**config.mk**
```make
export PLATFORM = sky130hd
export DESIGN_NAME = imm_encode
export DESIGN_NICKNAME = d
export VERILOG_FILES = /design/src/rtl/imm_pkg.sv /design/src/rtl/imm_pack.sv /design/src/rtl/imm_encode.sv
export SDC_FILE = /design/constraint.sdc
export NUM_CORES = 1
export LEC_CHECK = 0
export ABC_AREA = 1
export BUFFER_PORTS_ARGS = -buffer_cell sky130_fd_sc_hd__buf_4
export CELL_PAD_IN_SITES_DETAIL_PLACEMENT = 1
export CELL_PAD_IN_SITES_GLOBAL_PLACEMENT = 1
export CORE_MARGIN = 1
export CORE_UTILIZATION = 41
export CTS_CLUSTER_DIAMETER = 30
export DETAILED_ROUTE_END_ITERATION = 8
export PLACE_DENSITY_LB_ADDON = 0.1
export SYNTH_ARGS = -nofsm -noshare
export SYNTH_HDL_FRONTEND = slang
export SYNTH_HIERARCHICAL = 1
export SYNTH_SLANG_ARGS = --single-unit
export TNS_END_PERCENT = 10
```
**constraint.sdc**
```tcl
create_clock -name clk -period 2.5 [get_ports clk]
set_input_delay 0.125 -clock clk [delete_from_list [all_inputs] [get_ports clk]]
set_output_delay 0.125 -clock clk [all_outputs]
set_load 0.005 [all_outputs]
```
**src/rtl/imm_pkg.sv**
```systemverilog
// Shared types and helpers for the RISC-V immediate encoder: format codes,
// error codes, per-format immediate widths and a signed-fit test.
package imm_pkg;

    typedef enum logic [2:0] {
        IMM_I = 3'b000,
        IMM_S = 3'b001,
        IMM_B = 3'b010,
        IMM_J = 3'b011,
        IMM_U = 3'b100
    } imm_src_e;

    typedef enum logic [1:0] {
        ERR_NONE  = 2'b00,
        ERR_RANGE = 2'b01,
        ERR_ALIGN = 2'b10,
        ERR_SRC   = 2'b11
    } imm_err_e;

    localparam int unsigned IMM_W_I = 12;
    localparam int unsigned IMM_W_S = 12;
    localparam int unsigned IMM_W_B = 13;
    localparam int unsigned IMM_W_J = 21;
    localparam int unsigned IMM_W_U = 32;

    // True when v is the sign extension of its low w bits.
    function automatic logic fits_signed(input logic [31:0] v, input int unsigned w);
        logic [31:0] hi;
        hi = $signed(v) >>> (w - 1);
        return (hi == '0) || (hi == '1);
    endfunction

    // Extracts the immediate back out of an encoded word, sign-extended from
    // the format's top immediate bit.
    function automatic logic [31:0] imm_decode(input logic [31:0] instr, input logic [2:0] src);
        logic [31:0] imm;
        case (src)
            IMM_I:   imm = {{20{instr[31]}}, instr[31:20]};
            IMM_S:   imm = {{20{instr[31]}}, instr[31:25], instr[11:7]};
            IMM_B:   imm = {{19{instr[31]}}, instr[31], instr[7], instr[30:25], instr[11:8], 1'b0};
            IMM_J:   imm = {{11{instr[31]}}, instr[31], instr[19:12], instr[20], instr[30:21], 1'b0};
            IMM_U:   imm = {instr[31:12], 12'h000};
            default: imm = '0;
        endcase
        return imm;
    endfunction

endpackage

```
**src/rtl/imm_pack.sv**
```systemverilog
// Combinational packer: scatters an immediate into the immediate fields of a
// base instruction and classifies it as ok / out of range / misaligned / bad format.
module imm_pack
    import imm_pkg::*;
#(
    parameter bit U_LOW_CHECK = 1'b1
) (
    input  logic [31:0] base_instr_i,
    input  logic [31:0] imm_i,
    input  logic [2:0]  src_i,
    output logic [31:0] instr_o,
    output imm_err_e    err_o
);

    // NOTE: every output gets a default before the case so no path leaves a
    // value unassigned, which would otherwise infer a latch.
    always_comb begin
        instr_o = base_instr_i;
        err_o   = ERR_NONE;
        case (src_i)
            IMM_I: begin
                instr_o[31:20] = imm_i[11:0];
                if (!fits_signed(imm_i, IMM_W_I)) err_o = ERR_RANGE;
            end
            IMM_S: begin
                instr_o[31:25] = imm_i[11:5];
                instr_o[11:7]  = imm_i[4:0];
                if (!fits_signed(imm_i, IMM_W_S)) err_o = ERR_RANGE;
            end
            IMM_B: begin
                instr_o[31]    = imm_i[12];
                instr_o[30:25] = imm_i[10:5];
                instr_o[11:8]  = imm_i[4:1];
                instr_o[7]     = imm_i[11];
                if (imm_i[0])                          err_o = ERR_ALIGN;
                else if (!fits_signed(imm_i, IMM_W_B)) err_o = ERR_RANGE;
            end
            IMM_J: begin
                instr_o[31]    = imm_i[20];
                instr_o[30:21] = imm_i[10:1];
                instr_o[20]    = imm_i[11];
                instr_o[19:12] = imm_i[19:12];
                if (imm_i[0])                          err_o = ERR_ALIGN;
                else if (!fits_signed(imm_i, IMM_W_J)) err_o = ERR_RANGE;
            end
            IMM_U: begin
                instr_o[31:12] = imm_i[31:12];
                if (U_LOW_CHECK && (imm_i[11:0] != 12'h000)) err_o = ERR_RANGE;
            end
            default: err_o = ERR_SRC;
        endcase
    end

endmodule

```
**src/rtl/imm_encode.sv**
```systemverilog
// Two-stage valid/ready immediate encoder with a saturating error counter.
// Define IMM_ROUNDTRIP_CHECK_EN to re-decode each result and assert it matches.
module imm_encode
    import imm_pkg::*;
#(
    parameter int unsigned ERR_CNT_W   = 8,
    parameter bit          U_LOW_CHECK = 1'b1
) (
    input  logic                 clk,
    input  logic                 reset_n,
    input  logic                 in_valid,
    output logic                 in_ready,
    input  logic [2:0]           ImmSrc,
    input  logic [31:0]          Imm,
    input  logic [31:0]          BaseInstr,
    output logic                 out_valid,
    input  logic                 out_ready,
    output logic [31:0]          Instr,
    output logic [1:0]           ImmErr,
    output logic [ERR_CNT_W-1:0] ErrCount
);

    logic                 s1_valid_q, s1_valid_d;
    logic [2:0]           s1_src_q, s1_src_d;
    logic [31:0]          s1_imm_q, s1_imm_d;
    logic [31:0]          s1_base_q, s1_base_d;
    logic                 s2_valid_q, s2_valid_d;
    logic [31:0]          s2_instr_q, s2_instr_d;
    imm_err_e             s2_err_q, s2_err_d;
    logic [ERR_CNT_W-1:0] err_cnt_q, err_cnt_d;

    logic        s2_load, s1_accept, s1_advance, out_fire;
    logic [31:0] pack_instr;
    imm_err_e    pack_err;

    assign s2_load    = !s2_valid_q || out_ready;
    assign in_ready   = !s1_valid_q || s2_load;
    assign s1_accept  = in_valid && in_ready;
    assign s1_advance = s1_valid_q && s2_load;
    assign out_fire   = s2_valid_q && out_ready;

    imm_pack #(.U_LOW_CHECK(U_LOW_CHECK)) u_pack (
        .base_instr_i (s1_base_q),
        .imm_i        (s1_imm_q),
        .src_i        (s1_src_q),
        .instr_o      (pack_instr),
        .err_o        (pack_err)
    );

    always_comb begin
        s1_valid_d = s1_valid_q;
        s1_src_d   = s1_src_q;
        s1_imm_d   = s1_imm_q;
        s1_base_d  = s1_base_q;
        s2_valid_d = s2_valid_q;
        s2_instr_d = s2_instr_q;
        s2_err_d   = s2_err_q;
        err_cnt_d  = err_cnt_q;

        if (s1_accept) begin
            s1_valid_d = 1'b1;
            s1_src_d   = ImmSrc;
            s1_imm_d   = Imm;
            s1_base_d  = BaseInstr;
        end else if (s1_advance) begin
            s1_valid_d = 1'b0;
        end

        if (s2_load) s2_valid_d = s1_valid_q;
        if (s1_advance) begin
            s2_instr_d = pack_instr;
            s2_err_d   = pack_err;
        end

        if (out_fire && (s2_err_q != ERR_NONE) && (err_cnt_q != '1))
            err_cnt_d = err_cnt_q + 1'b1;
    end

    // NOTE: state registers use non-blocking assignments so every flop samples
    // the pre-edge value of its neighbours regardless of evaluation order.
    always_ff @(posedge clk or negedge reset_n) begin
        if (!reset_n) begin
            s1_valid_q <= 1'b0;
            s2_valid_q <= 1'b0;
            s2_instr_q <= '0;
            s2_err_q   <= ERR_NONE;
            err_cnt_q  <= '0;
        end else begin
            s1_valid_q <= s1_valid_d;
            s2_valid_q <= s2_valid_d;
            s2_instr_q <= s2_instr_d;
            s2_err_q   <= s2_err_d;
            err_cnt_q  <= err_cnt_d;
        end
    end

    // NOTE: the S1 payload is deliberately left without reset; it is only
    // ever consumed when s1_valid_q is set, which is reset.
    always_ff @(posedge clk) begin
        s1_src_q  <= s1_src_d;
        s1_imm_q  <= s1_imm_d;
        s1_base_q <= s1_base_d;
    end

    assign out_valid = s2_valid_q;
    assign Instr     = s2_instr_q;
    assign ImmErr    = s2_err_q;
    assign ErrCount  = err_cnt_q;

`ifdef IMM_ROUNDTRIP_CHECK_EN
    logic [31:0] s2_imm_q;
    logic [2:0]  s2_src_q;
    logic [31:0] rt_imm, rt_ref;

    always_ff @(posedge clk or negedge reset_n) begin
        if (!reset_n) begin
            s2_imm_q <= '0;
            s2_src_q <= '0;
        end else if (s1_advance) begin
            s2_imm_q <= s1_imm_q;
            s2_src_q <= s1_src_q;
        end
    end

    // U-type only carries Imm[31:12]; low bits may be legally dropped.
    assign rt_imm = imm_decode(s2_instr_q, s2_src_q);
    assign rt_ref = (s2_src_q == IMM_U) ? {s2_imm_q[31:12], 12'h000} : s2_imm_q;

    a_roundtrip : assert property (@(posedge clk) disable iff (!reset_n)
        (s2_valid_q && (s2_err_q == ERR_NONE)) |-> (rt_imm == rt_ref))
        else $error("imm_encode roundtrip: decoded %08h stored %08h", rt_imm, rt_ref);
`endif

endmodule

```
==> metrics.md <==
| Metric | Value |
|---|---|
| Share of cells above drive strength 1 | `23.5%` |
| CP Capture Point | `Instr[15]` |
| Mean Syn Cell Area | `10.3 um2` |
| FMAX | `572 MHz` |
| Root buffer cell | `clkbuf_16` |
| HP Class | `in2reg` |
| Initial core utilization | `42.7%` |
| Final period util | `69.9%` |
| Die area | `11900 um2` |
| Total global routing overflow | `0` |
| Mapped cell area | `4690 um2` |
| P_leak | `3.03 nW` |
| Primary FF master, synth | `edfxtp_1` |
| RSZ-0062 raised after global routing | `no` |
| Unique masters post-synth | `31` |
| Antenna violations before repair | `0` |
| Post-route ant nets | `0` |
| PnR worst setup slack | `751 ps` |
| Ranking of synthesized cells by area | `edfxtp_1 (43%), dfrtp_1 (23%), nand2_1 (15%)` |
| Seq cells post-synth | `111` |
| Core Footprint | `11000 um2` |
| H-tree depth | `3` |
| Worst EP required | `2730 ps` |
| Critical Path Sink Type | `flop` |
| Setup_tns | `0 ps` |
| Final wirelength | `12900 um` |
| R2r startpoint | `s1_src_q[2]` |
| Max Cap Viol | `0` |
| TritonCTS Buffers | `9` |
| # DRC | `0` |
| Critical path arrival | `1980 ps` |
| Cells after DPL | `693` |
| Synth Warn # | `6` |
| Clk buf depth | `2` |
| Post-synth top area cell | `edfxtp_1` |
| Asr flop ratio synth | `39.6%` |
| Worst skew pair latency | `350 ps` |
| Critical Path Start | `s1_src_q[2]` |
| Post-synth EDFFs | `67` |
| Slew headroom | `59.6%` |
| Max rail drop VDD | `0.602 mV` |
| Final Max Slew Viols | `0` |
| P per Cell Area | `753 nW/um2` |
| Worst-path clk slew | `70 ps` |
| HPWL Detailed | `8220 um` |
| TritonRoute pass-1 iters | `4` |
| Num Clock Sinks | `111` |
| ANT cells | `0` |
| Power, Total | `4.98 mW` |
| R2R depth | `6` |
| Sequential fraction of the synthesis area | `66.3%` |
| Row count | `38` |
| Avg WL per Cell | `16.5 um` |
| I/O pins | `115` |
| Most common cell in the synthesized netlist | `nand2_1` |
| GPL Wtd Cong | `0.812` |
| Final Hold Fails | `0` |
| Syn Inst Count | `454` |
| Critical path class | `reg2reg` |
| Number of global-route vias before repair | `4073` |
| Area Overhead vs Synth | `40.9%` |
| Net count of the mapped netlist | `526` |
| Worst clock skew | `5.95 ps` |
| # resized after CTS | `0` |
| GRT Total Usage | `23.6%` |
| Reg2reg setup slack | `750 ps` |
| CTS tree | `done` |
| Status | `completed` |
| Startpoint types | `flop` |
| Least-Margin Pin Slew | `605 ps` |
| Iter 0 DRT Violations | `208` |
| Final setup fails | `0` |
| R2r endpoint | `Instr[15]` |
| Die H | `109 um` |
| Finished Layout Cells | `778` |
| Synth cell count leaders | `nand2_1 (183), edfxtp_1 (67), dfrtp_1 (44)` |
| DIE WIDTH | `109 um` |
| Final #Nets | `705` |
| First-pass GRT wire length | `20700 um` |
| Critical path peak fanout | `12` |
| Synth top area share | `42.9%` |
| Fin crit period | `1750 ps` |
| Via density | `4.83` |
| Vias post-DR | `3761` |
| Pre-CTS setup slack | `786 ps` |
| Largest net degree at the start of global routing | `68` |
| IO buf count | `114` |
## state kept, by name (all words and copies together), names as in the netlist
| name | count |
|---|---|
| Instr | 32 |
| ErrCount | 8 |
| out_valid | 1 |
| s1_valid_q | 1 |
| ImmErr | 2 |
| s1_src_q | 3 |
| s1_imm_q | 32 |
| s1_base_q | 32 |
## kinds of logic after synthesis
| family | after synthesis | share of synthesized area (%) |
|---|---|---|
| flops | 111 | 66.3 |
| fa+ha+maj | 1 | 0.266 |
| simple gates | 254 | 22.1 |
| mux | 5 | 1.52 |
| buf+inv | 52 | 5.44 |
| xor+xnor | 3 | 0.560 |
| compound gates | 28 | 3.76 |
## layer usage
metal,wire length [um],up-vias,track usage (%)
met5,0,-,0
met4,171,0,5.41
met3,582,12,6.28
met2,6550,96,41.3
met1,5560,1830,29.1
li1,-,1823,-
## worst min path at each step
stage          cells past startpoint           to  slack [ps]      start
3_3_place_gp                       1    Instr[18]         170    reset_n
3_5_place_dp                       1    Instr[13]         170    reset_n
5_1_grt                            4    out_valid          90  out_ready
2_1_floorplan                      0  ErrCount[0]        -170    reset_n
4_1_cts                            4    out_valid          80  out_ready
6_report                           4    out_valid          90  out_ready
## metrics by stage
step	utilization [%]	instance area (um2)	hold slack [ps]
after floorplan	-	4690	-171
after global placement	51.2	5630	170
after detailed placement	51.2	5630	172
after CTS	60.2	6620	84.7
after global routing	60.2	6620	94.9
final	60.2	6620	93.4
## final cells by class
type	instances	area [um2]
fillers	1199	4370
clock inverters	5	63.8
multi-input cells	291	1330
flip-flops and latches	111	3110
repair buffers	184	1570
inverters	36	138
well taps	140	175
clock buffers	11	233
## layout by cell type (no fill, tap or decap), types with 2 or more instances in the layout
cell type / instances
nor2_2: 4
nand2_1: 183
o211ai_1: 9
xor2_1: 2
dlygate4sd3_1: 69
a21oi_1: 9
inv_6: 3
nand3_1: 11
buf_4: 114
dfrtp_1: 44
mux2_4: 4
clkbuf_16: 9
edfxtp_1: 67
nand2_2: 4
a22oi_1: 2
inv_2: 3
nor2_1: 39
nand4_1: 7
nand2_4: 3
o21ai_0: 4
inv_1: 32
clkbuf_1: 2
## report_power, final
group | switching, mW | leakage [nW] | internal, mW
combinational | 0.512 | 1.69 | 0.552
clock | 0.654 | 0.141 | 0.789
sequential | 0.223 | 1.20 | 2.25
total | 1.39 | 3.03 | 3.59
## worst max-delay path: stages, from the launching register on
cell and delay (ps):
edfxtp_1 570, nor2_1 210, nand2_1 130, nand2_2 240
mux2_4 330, nand2_1 80, nand2_1 60
## timing repair
| action | CTS | global route |
|---|---|---|
| hold buffers | 69 | 0 |
| setup buffers | 0 | 0 |
| hold endpoints to repair | 112 | 0 |
Power figures use the tool's default switching activity.
